--- src/rtl/seg_scan.sv ---
// seg_scan: 8-digit multiplexed 7-segment scanner.
// Double-buffered value and decimal points, committed on frame wrap.
module seg_scan #(
  parameter int CLK_DIV = 100000,
  parameter int DEAD    = 2
) (
  input  logic        clk,
  input  logic        rst_n,
  input  logic [31:0] data_in,
  input  logic [7:0]  dp_in,
  input  logic        load,
  input  logic        lz_en,
  output logic [7:0]  an,
  output logic [3:0]  hex_out,
  output logic        dp_n,
  output logic        frame_done
);

  localparam int CW = (CLK_DIV > 1) ? $clog2(CLK_DIV) : 1;
  localparam logic [CW-1:0] LAST = CW'(CLK_DIV - 1);

  logic [31:0]   shadow_data;
  logic [7:0]    shadow_dp;
  logic          pending;
  logic [31:0]   disp_data;
  logic [7:0]    disp_dp;
  logic          disp_lz;
  logic [CW-1:0] div_cnt;
  logic [2:0]    idx;
  logic          run;

  logic [CW-1:0] div_nx;
  logic [2:0]    idx_nx;
  logic          commit;
  logic [31:0]   dd_nx;
  logic [7:0]    dp_nx;
  logic          lz_nx;
  logic [4:0]    shamt;
  logic          blank;
  logic          dead;
  logic [7:0]    an_nx;
  logic          dpn_nx;

  // run holds slot 0 / count 0 on the first edge after reset release
  always_comb begin
    div_nx = '0;
    idx_nx = '0;
    commit = 1'b0;
    dd_nx  = disp_data;
    dp_nx  = disp_dp;
    lz_nx  = disp_lz;
    if (run) begin
      if (div_cnt == LAST) begin
        idx_nx = idx + 3'd1;
        commit = (idx == 3'd7);
      end else begin
        div_nx = div_cnt + CW'(1);
        idx_nx = idx;
      end
    end
    if (commit && pending) begin
      dd_nx = shadow_data;
      dp_nx = shadow_dp;
      lz_nx = lz_en;
    end
    shamt  = {idx_nx, 2'b00};
    blank  = lz_nx && (idx_nx != 3'd0) && ((dd_nx >> shamt) == 32'd0);
    dead   = int'(div_nx) < DEAD;
    an_nx  = 8'hFF;
    dpn_nx = 1'b1;
    if (!dead && !blank) begin
      an_nx  = ~(8'b1 << idx_nx);
      dpn_nx = ~dp_nx[idx_nx];
    end
  end

  always_ff @(posedge clk) begin
    if (!rst_n) begin
      shadow_data <= '0;
      shadow_dp   <= '0;
      pending     <= 1'b0;
      disp_data   <= '0;
      disp_dp     <= '0;
      disp_lz     <= 1'b0;
      div_cnt     <= '0;
      idx         <= '0;
      run         <= 1'b0;
      an          <= 8'hFF;
      hex_out     <= 4'h0;
      dp_n        <= 1'b1;
      frame_done  <= 1'b0;
    end else begin
      run        <= 1'b1;
      div_cnt    <= div_nx;
      idx        <= idx_nx;
      disp_data  <= dd_nx;
      disp_dp    <= dp_nx;
      disp_lz    <= lz_nx;
      an         <= an_nx;
      hex_out    <= dd_nx[shamt +: 4];
      dp_n       <= dpn_nx;
      frame_done <= commit;
      // a load on the commit edge lands after the old shadow is taken
      if (load) begin
        shadow_data <= data_in;
        shadow_dp   <= dp_in;
        pending     <= 1'b1;
      end else if (commit) begin
        pending <= 1'b0;
      end
    end
  end

endmodule

--- config.mk ---
export PLATFORM = sky130hd
export DESIGN_NAME = seg_scan
export DESIGN_NICKNAME = d
export VERILOG_FILES = /design/src/rtl/seg_scan.sv
export SDC_FILE = /design/constraint.sdc
export NUM_CORES = 1
export LEC_CHECK = 0
export BUFFER_PORTS_ARGS = -buffer_cell sky130_fd_sc_hd__clkbuf_2
export CORE_UTILIZATION = 45
export CTS_BUF_LIST = sky130_fd_sc_hd__clkbuf_16
export DETAILED_ROUTE_END_ITERATION = 10
export SYNTH_ARGS = -nofsm -noshare
export SYNTH_HDL_FRONTEND = slang
export SYNTH_SLANG_ARGS = --single-unit
--- constraint.sdc ---
create_clock -name clk -period 10.13 [get_ports clk]
set_clock_uncertainty 0.15 [all_clocks]
set_input_delay 1.5195 -clock clk [delete_from_list [all_inputs] [get_ports clk]]
set_output_delay 1.5195 -clock clk [all_outputs]
set_load 0.01 [all_outputs]
# After elaboration in Yosys (flattened, before gate mapping)
# Cells that the tools add are included.
op_classes:
  addsub: 2
  order_cmp: 2
  n_eq_ne: 2
  n_shift: 3
  n_mux: 14
  bitwise_logic: 2
  n_reduce_logical: 10
ops:
  columns: ["op", "count"]
  rows:
  - ["$mux W17", 2]
  - ["$logic_not A32 Y1", 1]
  - ["$mux W32", 1]
  - ["$shiftx A32 B6 Y4", 1]
  - ["$shr A32 B5 Y32", 1]
  - ["$add A17 B1 Y17 const B", 1]
  - ["$eq A17 B17 Y1 const B", 1]
  - ["$lt A17 B2 Y1 const B", 1]
  - ["$mux W8", 1]
  - ["$not A8 Y8", 1]
  - ["$shl A1 B3 Y8 const A", 1]
  - ["$mux W1", 7]
  - ["$mux W3", 2]
  - ["$logic_and A1 B1 Y1", 4]
  - ["$lt A3 B4 Y1 const B", 1]
  - ["$add A3 B1 Y3 const B", 1]
  - ["$bmux W1 S3", 1]
  - ["$eq A3 B3 Y1 const B", 1]
  - ["$reduce_bool A3 Y1", 1]
  - ["$logic_not A1 Y1", 2]
  - ["$reduce_and A2 Y1", 1]
  - ["$reduce_bool A2 Y1", 1]
  - ["$not A1 Y1", 1]
totals:
  ff_bits: 117
  out_inout_bits: 14
  wordCells: 48

# Logic depth before layout (Yosys ltp)
# Gate-level depths: netlist of the first run.
depth:
  depth_word: 11
  depth_mapped: 15
  mapped_depth_nobuf: 12

# Least setup slack after synthesis of the first run
# OpenSTA, ideal clock, no wires.
synth_path:
  path_kind: "reg-to-reg"
  startpoint: "register div_cnt[0]"
  endpoint: "register dp_n"
  arrival_time_ns: 3.040
  setup_slack_ns: 6.882
  stages_incl_launch_ff: 15
  period_less_slack_ns: 3.248
  path_cell_list: "dfxtp_1 > ha_1 > and4_1 > buf_2 > and4_1 > clkbuf_1 > nand3_1 > buf_2 > buf_2 > a211oi_1 > o31ai_1 > or3_1 > a221o_1 > a211oi_1 > or4_1"
synth_via:
  elab_chain_len: 11
  word_cells_on_any_way: 25
  classes_between: "add/sub: 1; order compare: 1; eq/ne: 1; shift: 1; mux: 11; bitwise: 1; reduce/logical: 9"
synth_rtl:
  columns: ["item", "line_no", "source"]
  rows:
  - ["start: declaration", "28", "logic [CW-1:0] div_cnt;"]
  - ["start signal: assignment", "94", "div_cnt <= div_nx;"]
  - ["branches (longest 11 deep; another with $add A17 B1 Y17)", null, null]
  - ["end signal: assignment", "101", "dp_n <= dpn_nx;"]
  - ["end: declaration", "15", "output logic dp_n,"]
# Parallel ways; which one is timed is not known. The select of a mux whose other input is x is not followed.
# A chain may end at the register's enable or synchronous reset.

# Worst setup path in the final report of the first run
# Same ends and word-level chain as after synthesis.

==> results.md, run 1 <==
- The number of hold buffers added after cts is 0.
- The worst setup path is of the flip-flop to flip-flop kind.
- Of the cells placed in the final design, the portion with a size suffix greater than 1 is 0.135.
- The tool flagged a number of max-cap violations equal to 0.
- The overall power consumption is 1.05 mW.
- The detail route stage leaves a number of antenna-violating nets equal to 0.
- The worst register-to-register path has a setup slack of 5310 ps.
- The worst-case clock buffer depth is 2.
- The number of post-CTS setup repair buffers is 0.
- The CTS tree is yes.
- The initial detailed-routing violation count is 486.
- At the worst endpoint, the arrival time is 5030 ps.
- CTS placed an instance of sky130_fd_sc_hd__clkbuf_16 at the clock tree root.
- The global placer's final weighted congestion is 0.925.
- The worst hold path begins at disp_dp[5]$_SDFF_PN0_.
- The number of global-route vias before repair is 4890.
- In the global route stage, met2 resource usage came out at 0.406.
- Summed over all layers, the routed wires come to 16800 um.
- The later-pin clock latency in the skew report is 420 ps.
- For the pin with the worst max-slew slack, the measured transition is 1070 ps.
- The number of hold violations in the final report was 0.
- The met1 usage is 0.369.
- In the routed layout, each cell is associated on average with a via count of 5.73.
- Setup total negative slack on the finished layout was measured at 0 ps.
- The logic depth of the worst register-to-register path is 11.
- For this design the ratio of total power to cell area is 159 mW/mm^2.
- The run finished with clean final reports.
- The worst setup path is captured at a flip-flop.
- The placeable core area is 0.0126 mm^2.
- The clock edge transition at the registers on the reported setup and hold paths is 50 ps.
- Dividing the detail-routed wire length by the instance count gives 17.9 um.
- The worst hold path class is flip-flop to flip-flop.
- The worst ir drop on vdd is 0.0941 mV.
- The floorplan has 41 rows.
- The number of H-tree levels is 4.
- For this run, the total global-route usage over all layers was measured as 0.267.
- The post-route clock period utilization is 0.476.
- The detailed placer's ending HPWL is 11800 um.
- The repair_antennas step left the layout with diodes totalling 0.
- The number of gates given a new drive strength after cts is 0.
- The worst-case hold slack is 304 ps.
- Ranked by total cell area, the synthesized netlist is headed by sky130_fd_sc_hd__dfxtp_1, sky130_fd_sc_hd__mux2i_1, sky130_fd_sc_hd__nand2_1.
- The total nets after synthesis is 771.
- The synthesized cell area is 0.00578 mm^2.
- Port buffering added 57 buffers.
- For this run, design rule violations remaining after detail routing come to 0.
- Along the worst path, the maximum fanout reaches 21.
- Of the post-synthesis cell area, the dominant cell type holds 0.405.
- The number of flops mapped to enable cells by yosys is 0.
- The kind of start point of the critical path is a flip-flop.
- The synthesized design contains 117 register bits.
- The area growth from synthesis to layout is 14.3%.
- The total overflow left after global routing is 0.
- The initial utilization of the core area, before any placement, comes to 0.460.
- The critical register-to-register path startpoint is div_cnt[0]$_SDFF_PP0_.
- The maximum number of pins on one net before global-route repair is 54.
- Clock tree synthesis inserted a total of 17 buffers.
- For this run, the number of Yosys warnings is 0.
- The async set-reset flop share out of synthesis is 0.
- The final layout net count is 804.
- Counting the fill cells in the layout gives 1258.
- Timing would allow up to 0.208 GHz.
- Setup violations remaining at the end of the flow were counted as 0.
- For this run, global-route usage on met3 was measured as 0.0575.
- The count of pins over their slew limit is 0.
- The largest area contributor in the netlist is sky130_fd_sc_hd__dfxtp_1.
- The number of clock sinks seen by CTS is 117.
- The busiest layer in global routing is met2.
- The die extent in x is 115 um.
- The initial antenna violation count was 0.
- The most used flip-flop cell after synthesis is sky130_fd_sc_hd__dfxtp_1.
- The die covers 0.0133 mm^2.
- For this run, the register share of the synthesized area comes to 0.405.
- At the worst endpoint, the required time is 10340 ps.
- For this design the top-level I/O count stands at 58.
- The first detailed-routing pass took 5 iterations.
- The max-slew headroom at the worst pin is 0.280.
- The shortest period the worst path allows is 4820 ps.
- The average cell area after synthesis is 7.99 um^2.
- Synthesis produced a netlist whose cell count is 724.
- The number of cells on the worst hold path is 2.
- The first global-routing pass estimated 26500 um of wire.
- Summed over all cells, the static leakage comes to 2.59 nW.
- Setup repair after global routing left no endpoint under its margin.
- The die height is 115 um.
- The capturing point of the worst reg2reg path is dp_n$_SDFF_PN1_.
- Summing over every cut layer, the via total after detailed routing is 5384.
- For hold timing, the worst endpoint is disp_dp[5]$_SDFF_PN0_.
- The number of distinct standard cells referenced by the synthesized netlist is 65.
final cells by class:
class | count | area, um^2 | area share
sequential | 117 | 2340 | 0.354
clock buffer | 17 | 425 | 0.0644
inverter | 7 | 26.3 | 0.00398
timing repair buffer | 64 | 338 | 0.0511
clock inverter | 13 | 78.8 | 0.0119
multi-input combinational | 550 | 3180 | 0.482
tap | 172 | 215 | 0.0326
cell usage in the layout (no fill, tap or decap), types with 7 or more instances in the layout:
cell type                   instances
sky130_fd_sc_hd__dfxtp_1          117
sky130_fd_sc_hd__nand2_1          113
sky130_fd_sc_hd__nor2_1           108
sky130_fd_sc_hd__clkbuf_2          57
sky130_fd_sc_hd__a21oi_1           51
sky130_fd_sc_hd__mux2i_1           46
sky130_fd_sc_hd__nand3_1           35
sky130_fd_sc_hd__o21ai_0           21
sky130_fd_sc_hd__clkbuf_16         17
sky130_fd_sc_hd__and3_1            16
sky130_fd_sc_hd__inv_1             10
sky130_fd_sc_hd__nor3_1            10
sky130_fd_sc_hd__xnor2_1           10
sky130_fd_sc_hd__or3_1              9
sky130_fd_sc_hd__o31ai_1            9
sky130_fd_sc_hd__a211oi_1           8
sky130_fd_sc_hd__o311ai_0           7
sky130_fd_sc_hd__buf_4              7
report_power, final:
part | internal [mW] | total, mW | leakage, nW | switching (mW)
Sequential | 0.472 | 0.484 | 0.952 | 0.0122
Clock | 0.323 | 0.520 | 0.265 | 0.197
Combinational | 0.0207 | 0.0459 | 1.37 | 0.0252
Total | 0.815 | 1.05 | 2.59 | 0.235
registers in the layout, indices dropped and copies added (netlist names):
register and count:
disp_data 32, shadow_data 32, div_cnt 17, an 8
disp_dp 8, shadow_dp 8, hex_out 4, idx 3
disp_lz 1, dp_n 1, frame_done 1, pending 1
run 1
logic make-up after synthesis:
family                     synth area share
AOI/OAI and AO/OA                     0.162
DFF                                   0.405
adders and majority gates           0.00649
xor gates and xnor gates             0.0227
muxes                                0.0835
and+or+nand+nor                       0.275
buffers and inverters                0.0444
worst max-delay path, stage by stage (launching register included):
cell and delay [ps]:
sky130_fd_sc_hd__dfxtp_1 370, sky130_fd_sc_hd__ha_1 260, sky130_fd_sc_hd__and4_1 340, sky130_fd_sc_hd__nand4_2 510, sky130_fd_sc_hd__o21ai_2 800, sky130_fd_sc_hd__nand2_1 570, sky130_fd_sc_hd__o311ai_0 550, sky130_fd_sc_hd__nand3_1 110
sky130_fd_sc_hd__or3_1 390, sky130_fd_sc_hd__a221o_1 330, sky130_fd_sc_hd__a211oi_1 250, sky130_fd_sc_hd__or4_1 130
through the flow:
step	worst slack [ps]	cells	util	instance area, um^2
after floorplan	6880	724	-	5780
after global placement	5550	910	0.486	6110
after detailed placement	5350	910	0.486	6110
after CTS	5340	940	0.526	6610
after global routing	5020	940	0.526	6610
final	5310	940	0.526	6610
layer usage:
metal | wire length (um) | vias to the layer above
met5 | 0 | -
met3 | 945 | 21
met1 | 7990 | 2571
li1 | - | 2630
met2 | 7610 | 162
met4 | 274 | 0
cell usage after synthesis (6+ instances only):
cell type / n
sky130_fd_sc_hd__a211oi_1: 8
sky130_fd_sc_hd__a21oi_1: 51
sky130_fd_sc_hd__and3_1: 16
sky130_fd_sc_hd__buf_2: 7
sky130_fd_sc_hd__clkbuf_1: 34
sky130_fd_sc_hd__dfxtp_1: 117
sky130_fd_sc_hd__inv_1: 6
sky130_fd_sc_hd__mux2i_1: 46
sky130_fd_sc_hd__nand2_1: 113
sky130_fd_sc_hd__nand3_1: 35
sky130_fd_sc_hd__nor2_1: 108
sky130_fd_sc_hd__nor3_1: 10
sky130_fd_sc_hd__o21ai_0: 21
sky130_fd_sc_hd__o311ai_0: 7
sky130_fd_sc_hd__o31ai_1: 9
sky130_fd_sc_hd__or3_1: 9
sky130_fd_sc_hd__xnor2_1: 10
worst max path at each step:
stage | from | end | slack, ps | cells past startpoint
finish | div_cnt[0]$_SDFF_PP0_ | dp_n$_SDFF_PN1_ | 5310 | 11
detailed placement | div_cnt[0]$_SDFF_PP0_ | dp_n$_SDFF_PN1_ | 5350 | 11
CTS | div_cnt[0]$_SDFF_PP0_ | dp_n$_SDFF_PN1_ | 5340 | 11
global route | div_cnt[0]$_SDFF_PP0_ | an[2]$_SDFF_PN1_ | 5020 | 11
global placement | div_cnt[0]$_SDFF_PP0_ | an[3]$_SDFF_PN1_ | 5550 | 11
floorplan | div_cnt[0]$_SDFF_PP0_ | dp_n$_SDFF_PN1_ | 6880 | 14
Power figures use the tool's default switching activity.
==> run 2, diff against run 1 <==
--- a/config.mk
+++ b/config.mk
@@ -9,6 +9,7 @@
 export CORE_UTILIZATION = 45
 export CTS_BUF_LIST = sky130_fd_sc_hd__clkbuf_16
 export DETAILED_ROUTE_END_ITERATION = 10
+export PLACE_DENSITY = 0.66
 export SYNTH_ARGS = -nofsm -noshare
 export SYNTH_HDL_FRONTEND = slang
 export SYNTH_SLANG_ARGS = --single-unit
==> constraint.sdc (replaced) <==
create_clock -name clk -period 3.9 [get_ports clk]
set_clock_uncertainty 0.15 [all_clocks]
set_input_delay 0.585 -clock clk [delete_from_list [all_inputs] [get_ports clk]]
set_output_delay 0.585 -clock clk [all_outputs]
set_load 0.01 [all_outputs]
==> run 2 against run 1 <==
Wire length shrank 3.6%. Core utilization increased by 2.5 points. Cell count increased by 2.6%. Setup slack lost 5100 ps. Fmax is 30% higher. Global-route usage is 1.0 points lower. Sequential cell count did not move. Sequential power increased to 2.6 times the previous value. Largest cell class unchanged. Critical path depth up 2.
==> results.md, run 2 (same netlist as run 1, synthesis figures left out) <==
- The run finished with clean final reports.
- The total of max-cap violations is 0 (unchanged).
- The layout cell share with drive strength beyond 1 is 0.170 (+0.0350).
- The via count of the routed design is 5519 (+2.5%).
- The required arrival time at the worst endpoint is 4030 ps (-6310 ps).
- The detailed placer's ending HPWL came to 11500 um (-2.7%).
- The highest fanout seen on the critical path was 6 (-71%).
- The most common cell after layout, fill and taps aside is sky130_fd_sc_hd__dfxtp_1.
- On the critical path, the stage with the largest delay is an instance of sky130_fd_sc_hd__or4_1.
- The initial detailed-routing violation count is 526 (+8.2%).
- The number of clock sinks seen by CTS is 117 (unchanged).
- The total grt overflow was 0 (unchanged).
- In this run the critical register-to-register path is launched from div_cnt[0]$_SDFF_PP0_.
- The power density over the cells came to 426 mW/mm^2 (+170%).
- The worst-margin pin slew came to 859 ps (-208 ps).
- The post-placement worst setup slack is 104 ps (-5250 ps).
- The signal on the critical path passes through ha_1 -> and4_2 -> nand4_4 -> buf_4 -> nor3_4 -> buf_4 -> nor4_1 -> o31ai_1 -> nor2b_1 -> a32oi_1 -> nand3b_1 -> nor3_1 -> or4_1.
- The floorplan die area is 0.0133 mm^2 (unchanged).
- The part of the total power dissipated in the clock network came to 0.533 (+0.038).
- The die extent in x was 115 um (unchanged).
- Leaving out fill and tap cells, the most frequent cells in the layout are sky130_fd_sc_hd__dfxtp_1, sky130_fd_sc_hd__nand2_1, sky130_fd_sc_hd__nor2_1.
- The fraction of power consumed by sequential logic is 0.425 (-0.036).
- The aggregate routed wire length came to 16200 um (-3.6%).
- The largest registers in the layout are disp_data (32), shadow_data (32), div_cnt (17).
- The DRC violations left is 0 (unchanged).
- The maximum number of pins on one net before global-route repair is 82 (+52%).
- The remaining number of nets flagged by the antenna check after routing is 0 (unchanged).
- The starting utilization of the core area came to 0.460 (unchanged).
- The delay contributed by the slowest stage of the critical path is 420 ps (-380 ps).
- The first-pass iteration count of the detailed router is 5 (unchanged).
- The cell type with the highest occurrence count on the critical path is sky130_fd_sc_hd__buf_4.
- The worst-case clock buffer depth is 2 (unchanged).
- The number of hold violations in the final report is 0 (unchanged).
- The setup slack of the critical path after layout is 197 ps (-5110 ps).
- The critical path in this run is classified as flip-flop to flip-flop.
- The count of pins over their slew limit is 0 (unchanged).
- The number of buffers inserted by port buffering is 57 (unchanged).
- The number of diodes added for antenna fixing is 0 (unchanged).
- STA classifies the critical path endpoint as a flip-flop.
- The shortest period the worst path allows was 3700 ps (-1120 ps).
- The number of post-CTS setup repair buffers is 0 (unchanged).
- The startpoint of the tightest hold check path is data_in[21].
- The die height is 115 um (unchanged).
- In this run the worst setup path begins at div_cnt[0]$_SDFF_PP0_.
- The maximum achievable frequency is 0.270 GHz (+30%).
- The max-slew headroom at the worst pin is 0.428 (+0.148).
- The number of H-tree levels is 4 (unchanged).
- The final layout net count is 827 (+2.9%).
- The global placer's final weighted congestion is 0.942 (+1.9%).
- In this run the worst hold path is classified as primary input to flip-flop.
- The wire length of the first global-routing pass was 26100 um (-1.8%).
- The worst ir drop on vdd is 0.305 mV (+220%).
- The floorplan row count is 41 (unchanged).
- The clock tree root driver cell is sky130_fd_sc_hd__clkbuf_16.
- The detail-routed net length per standard cell is 16.8 um (-6.0%).
- The number of global-route vias before repair is 5091 (+4.1%).
- The static power due to leakage is 2.74 nW (+5.8%).
- The initial antenna violation count was 0 (unchanged).
- The detail-routed via count per cell is 5.73 (about the same).
- The global-route usage over all layers is 0.257 (-0.0100).
- The reported net switching power was 625 uW (+170%).
- The placeable core area is 0.0126 mm^2 (unchanged).
- The overall power consumption was 2.95 mW (+180%).
- The number of gates given a new drive strength after cts is 0 (unchanged).
- The post-route clock period utilization was 0.949 (+0.474).
- The number of hold buffers added after cts came to 0 (unchanged).
- The layout overhead on the synthesized area is 19.7%.
- The share of power burned in combinational logic is 0.042 (-0.002).
- The setup-violating endpoint count in the final report is 0 (unchanged).
- STA classifies the critical path startpoint as a flip-flop.
- Broken down by cell family, the worst path's largest delay share belongs to simple AND/OR/NAND/NOR gates.
- The number of buffers created by CTS is 17 (unchanged).
- The clock edge transition at the registers on the reported setup and hold paths is 60 ps (about the same).
- TritonCTS built the clock tree.
- The critical path data arrival time is 3830 ps (-1200 ps).
- The net switching fraction of the power came to 0.212 (-0.0116).
- The internal power summed over all cells was 2.33 mW (+190%).
- The later-pin clock latency in the skew report is 420 ps (about the same).
- The sum of buffers and inverters on the critical path is 2 (+2).
- The top-level port count is 58 (unchanged).
## run 2: cell types whose count changed in the layout (fill, tap and decap cells not counted), sizes merged
cell / previous run / this run
clkinv: 8 / 7
clkinvlp: 0 / 1
inv: 11 / 9
buf: 7 / 30
bufinv: 1 / 4
## run 2: worst min-delay path: cells and delay by family
family,cells,cell delay (ps)
mux,1,50
simple gates,1,70
buf+inv,1,70
## run 2: worst paths after layout
check	to	slack, ps	cells after the start
worst max-delay path	an[1]$_SDFF_PN1_	200	13
worst min-delay path	shadow_data[21]$_SDFFE_PN0P_	250	3
worst max register to register	an[1]$_SDFF_PN1_	200	13
worst min register to register	disp_dp[5]$_SDFF_PN0_	300	2
## run 2: power by group through the flow
stage | sequential [mW] | clock [mW] | combinational, mW
detailed placement | 1.28 | 0 | 0.124
global route | 1.26 | 1.65 | 0.137
CTS | 1.25 | 1.60 | 0.125
finish | 1.25 | 1.57 | 0.123
global placement | 1.28 | 0 | 0.121
floorplan | 1.27 | 0 | 0.0821
## run 2: cell type report
type | count | area [um^2]
timing repair buffer | 87 | 523
clock buffer | 17 | 425
tap | 172 | 215
inverter | 7 | 26.3
sequential | 117 | 2340
fill | 1182 | 5650
multi-input combinational | 550 | 3220
clock inverter | 14 | 169
## run 2: through the flow
| stage | TNS [ps] | util | area [um^2] | instances | hold WS (ps) |
|---|---|---|---|---|---|
| after global routing | -0.262 | 0.551 | 6920 | 964 | 244 |
| after CTS | 0 | 0.548 | 6890 | 964 | 232 |
| after floorplan | 0 | - | 5780 | 724 | 277 |
| after global placement | 0 | 0.501 | 6290 | 933 | 289 |
| after detailed placement | 0 | 0.501 | 6290 | 933 | 296 |
| final | 0 | 0.551 | 6920 | 964 | 247 |
## run 2: layer usage
layer	routed length, um	GRT usage
met5	0	0
met4	477	0.126
met3	991	0.0517
met2	7410	0.407
met1	7330	0.333
==> run 3, diff against run 2 <==
--- a/config.mk
+++ b/config.mk
@@ -6,10 +6,11 @@
 export NUM_CORES = 1
 export LEC_CHECK = 0
 export BUFFER_PORTS_ARGS = -buffer_cell sky130_fd_sc_hd__clkbuf_2
-export CORE_UTILIZATION = 45
+export CORE_UTILIZATION = 50
 export CTS_BUF_LIST = sky130_fd_sc_hd__clkbuf_16
 export DETAILED_ROUTE_END_ITERATION = 10
-export PLACE_DENSITY = 0.66
+export MAX_ROUTING_LAYER = met4
+export PLACE_DENSITY = 0.72
 export SYNTH_ARGS = -nofsm -noshare
 export SYNTH_HDL_FRONTEND = slang
 export SYNTH_SLANG_ARGS = --single-unit
==> run 3 against run 2 <==
Clock power about the same. Sequential cell count unchanged. Wire length up 4.3%. First-iteration DRC count shrank 17%. Via count decreased by 0.13%. Fmax decreased by 0.35%. Worst hold slack improved by 1.5 ps. Largest cell class unchanged. Largest power group unchanged.
==> results.md, run 3 (same netlist as run 1, synthesis figures left out) <==
- The number of diodes added for antenna fixing is 0 (unchanged).
- The highest fanout seen on the critical path is 14 (+8).
- The min-delay analysis places its worst path in the category primary input to flip-flop.
- The largest registers in the layout are disp_data (32), shadow_data (32), div_cnt (17).
- The footprint of the flip-flops and latches is 0.00234 mm^2 (unchanged).
- The remaining number of nets flagged by the antenna check after routing is 0 (unchanged).
- The detailed placer's ending HPWL is 11900 um (+3.2%).
- The layout cell share with drive strength beyond 1 is 0.173 (+0.00291).
- The worst-case hold slack is 249 ps (+1.50 ps).
- The number of buffers inserted by port buffering came to 57 (unchanged).
- The aggregate routed wire length is 16900 um (+4.3%).
- The shortest period the worst path allows is 3720 ps (+12.9 ps).
- The detail-routed via count per cell is 5.89 (+2.9%).
- The total grt overflow is 0 (unchanged).
- The power density over the cells is 429 mW/mm^2 (+0.58%).
- The reg-to-reg setup timing slack is 180 ps (about the same).
- The number of placed cells counting well taps is 904 (-3.1%).
- The max-slew headroom at the worst pin was 0.479 (+0.0514).
- The post-route clock period utilization is 0.953 (+0.00330).
- The first-pass iteration count of the detailed router is 5 (unchanged).
- The kind of critical path is flip-flop to flip-flop.
- The worst ir drop on vdd is 0.361 mV (+18%).
- Relative to the synthesized area, the layout overhead comes to 19.5%.
- The floorplan row count is 38 (-7.3%).
- Setup repair after global routing left no endpoint under its margin.
- The initial antenna violation count is 0 (unchanged).
- The via count of the routed design was 5512 (-0.13%).
- The worst setup path is launched from a flip-flop.
- The tree is rooted in a sky130_fd_sc_hd__clkbuf_16.
- In the layout the commonest cells are sky130_fd_sc_hd__dfxtp_1, sky130_fd_sc_hd__nand2_1, sky130_fd_sc_hd__nor2_1.
- The die extent in x came to 110 um (-5.0%).
- The worst-case clock buffer depth was 2 (unchanged).
- The number of fill cells in the layout is 983 (-17%).
- The final cell count without fillers is 936 (-2.9%).
- The global placer's final weighted congestion is 0.944 (+0.19%).
- The maximum achievable frequency is 0.269 GHz (-0.35%).
- The flow ran to the end, and the final reports show no timing, DRC or antenna violations.
- The worst-margin pin slew is 780 ps (-78.3 ps).
- The required arrival time at the worst endpoint is 4110 ps (+80 ps).
- The later-pin clock latency in the skew report is 420 ps (about the same).
- The fraction of the core area covered by cells at the end of the flow came to 0.626 (+0.0757).
- The DRC violations left is 0 (unchanged).
- The number of H-tree levels is 4 (unchanged).
- The final layout net count came to 830 (+0.36%).
- The detail-routed net length per standard cell is 18.1 um (+7.5%).
- The area taken by multi-input logic gates was 0.00320 mm^2 (-0.66%).
- The overall power consumption is 2.96 mW (+0.40%).
- The floorplan die area is 0.0120 mm^2 (-9.8%).
- The number of global-route vias before repair is 5171 (+1.6%).
- The setup slack of the critical path after layout is 184 ps (-12.9 ps).
- STA classifies the critical path endpoint as a flip-flop.
- The top-level port count is 58 (unchanged).
- The critical path data arrival time was 3930 ps (+100 ps).
- The static power due to leakage is 2.76 nW (+0.87%).
- The total of max-cap violations came to 0 (unchanged).
- The die height is 110 um (-5.0%).
- The wire length of the first global-routing pass is 26500 um (+1.8%).
- The maximum number of pins on one net before global-route repair is 46 (-44%).
- The cell area after placement came to 0.00630 mm^2 (+0.12%).
- The placeable core area is 0.0110 mm^2 (-12%).
- The post-placement worst setup slack is 120 ps (+16.0 ps).
- The number of buffers created by CTS is 17 (unchanged).
- TritonCTS built the clock tree.
- The number of clock sinks seen by CTS is 117 (unchanged).
- The count of pins over their slew limit is 0 (unchanged).
- The initial detailed-routing violation count is 435 (-17%).
- The number of hold violations in the final report was 0 (unchanged).
- The global-route usage over all layers came to 0.306 (+0.0490).
- The setup-violating endpoint count in the final report is 0 (unchanged).
- The starting utilization of the core area is 0.524 (+0.0641).
- The clock edge transition at the registers on the reported setup and hold paths is 50 ps (about the same).
- Leaving out fill and tap cells, the most frequent cell in the layout is sky130_fd_sc_hd__dfxtp_1.
- The sum of negative setup slack is 0 ps (unchanged).
- The final design instance area without fill is 0.00691 mm^2 (-0.18%).
- The number of post-CTS setup repair buffers is 0 (unchanged).
run 3: per-layer routing:
metal	track usage	routed length, um	share of wire	vias to the layer above
li1	-	-	-	2675
met1	0.382	7330	0.43	2582
met2	0.472	8050	0.48	217
met3	0.0711	1120	0.066	38
met4	0.134	418	0.025	0
met5	-	0	0	-
run 3: critical path, cell delays in order, from the launching register on:
cell and delay [ps]:
sky130_fd_sc_hd__dfxtp_1 390, sky130_fd_sc_hd__ha_1 270, sky130_fd_sc_hd__and4_2 350, sky130_fd_sc_hd__and4_2 370, sky130_fd_sc_hd__a21boi_2 90, sky130_fd_sc_hd__nor2_2 260
sky130_fd_sc_hd__buf_4 220, sky130_fd_sc_hd__buf_4 200, sky130_fd_sc_hd__a21oi_1 80, sky130_fd_sc_hd__nor3b_1 350, sky130_fd_sc_hd__nand3_1 140, sky130_fd_sc_hd__a221o_1 410
sky130_fd_sc_hd__nor3_1 210, sky130_fd_sc_hd__or4_1 150
run 3: repair_timing:
item,in CTS,in global routing
resized for setup,0,6
setup endpoints to repair,0,8
hold buffers,0,0
hold endpoints to repair,0,0
run 3: report_power, final:
part / total, mW / internal (mW) / switching [mW]
clock: 1.58 / 1.05 / 0.536
sequential: 1.25 / 1.22 / 0.0282
combinational: 0.127 / 0.0566 / 0.0709
total: 2.96 / 2.33 / 0.636
run 3: final cells by class:
class                      count  area share
clock buffer                  17      0.0616
clock inverter                15      0.0246
inverter                       7     0.00380
multi-input combinational    550       0.463
sequential                   117       0.339
tap                          140      0.0253
timing repair buffer          90      0.0826
run 3: worst paths after layout:
| check | start | to | depth (start not counted) |
|---|---|---|---|
| hold / removal | rst_n | run$_DFF_P_ | 1 |
| setup / recovery | div_cnt[0]$_SDFF_PP0_ | an[1]$_SDFF_PN1_ | 13 |
| hold reg to reg | disp_dp[5]$_SDFF_PN0_ | disp_dp[5]$_SDFF_PN0_ | 2 |
| setup reg to reg | div_cnt[0]$_SDFF_PP0_ | an[1]$_SDFF_PN1_ | 13 |
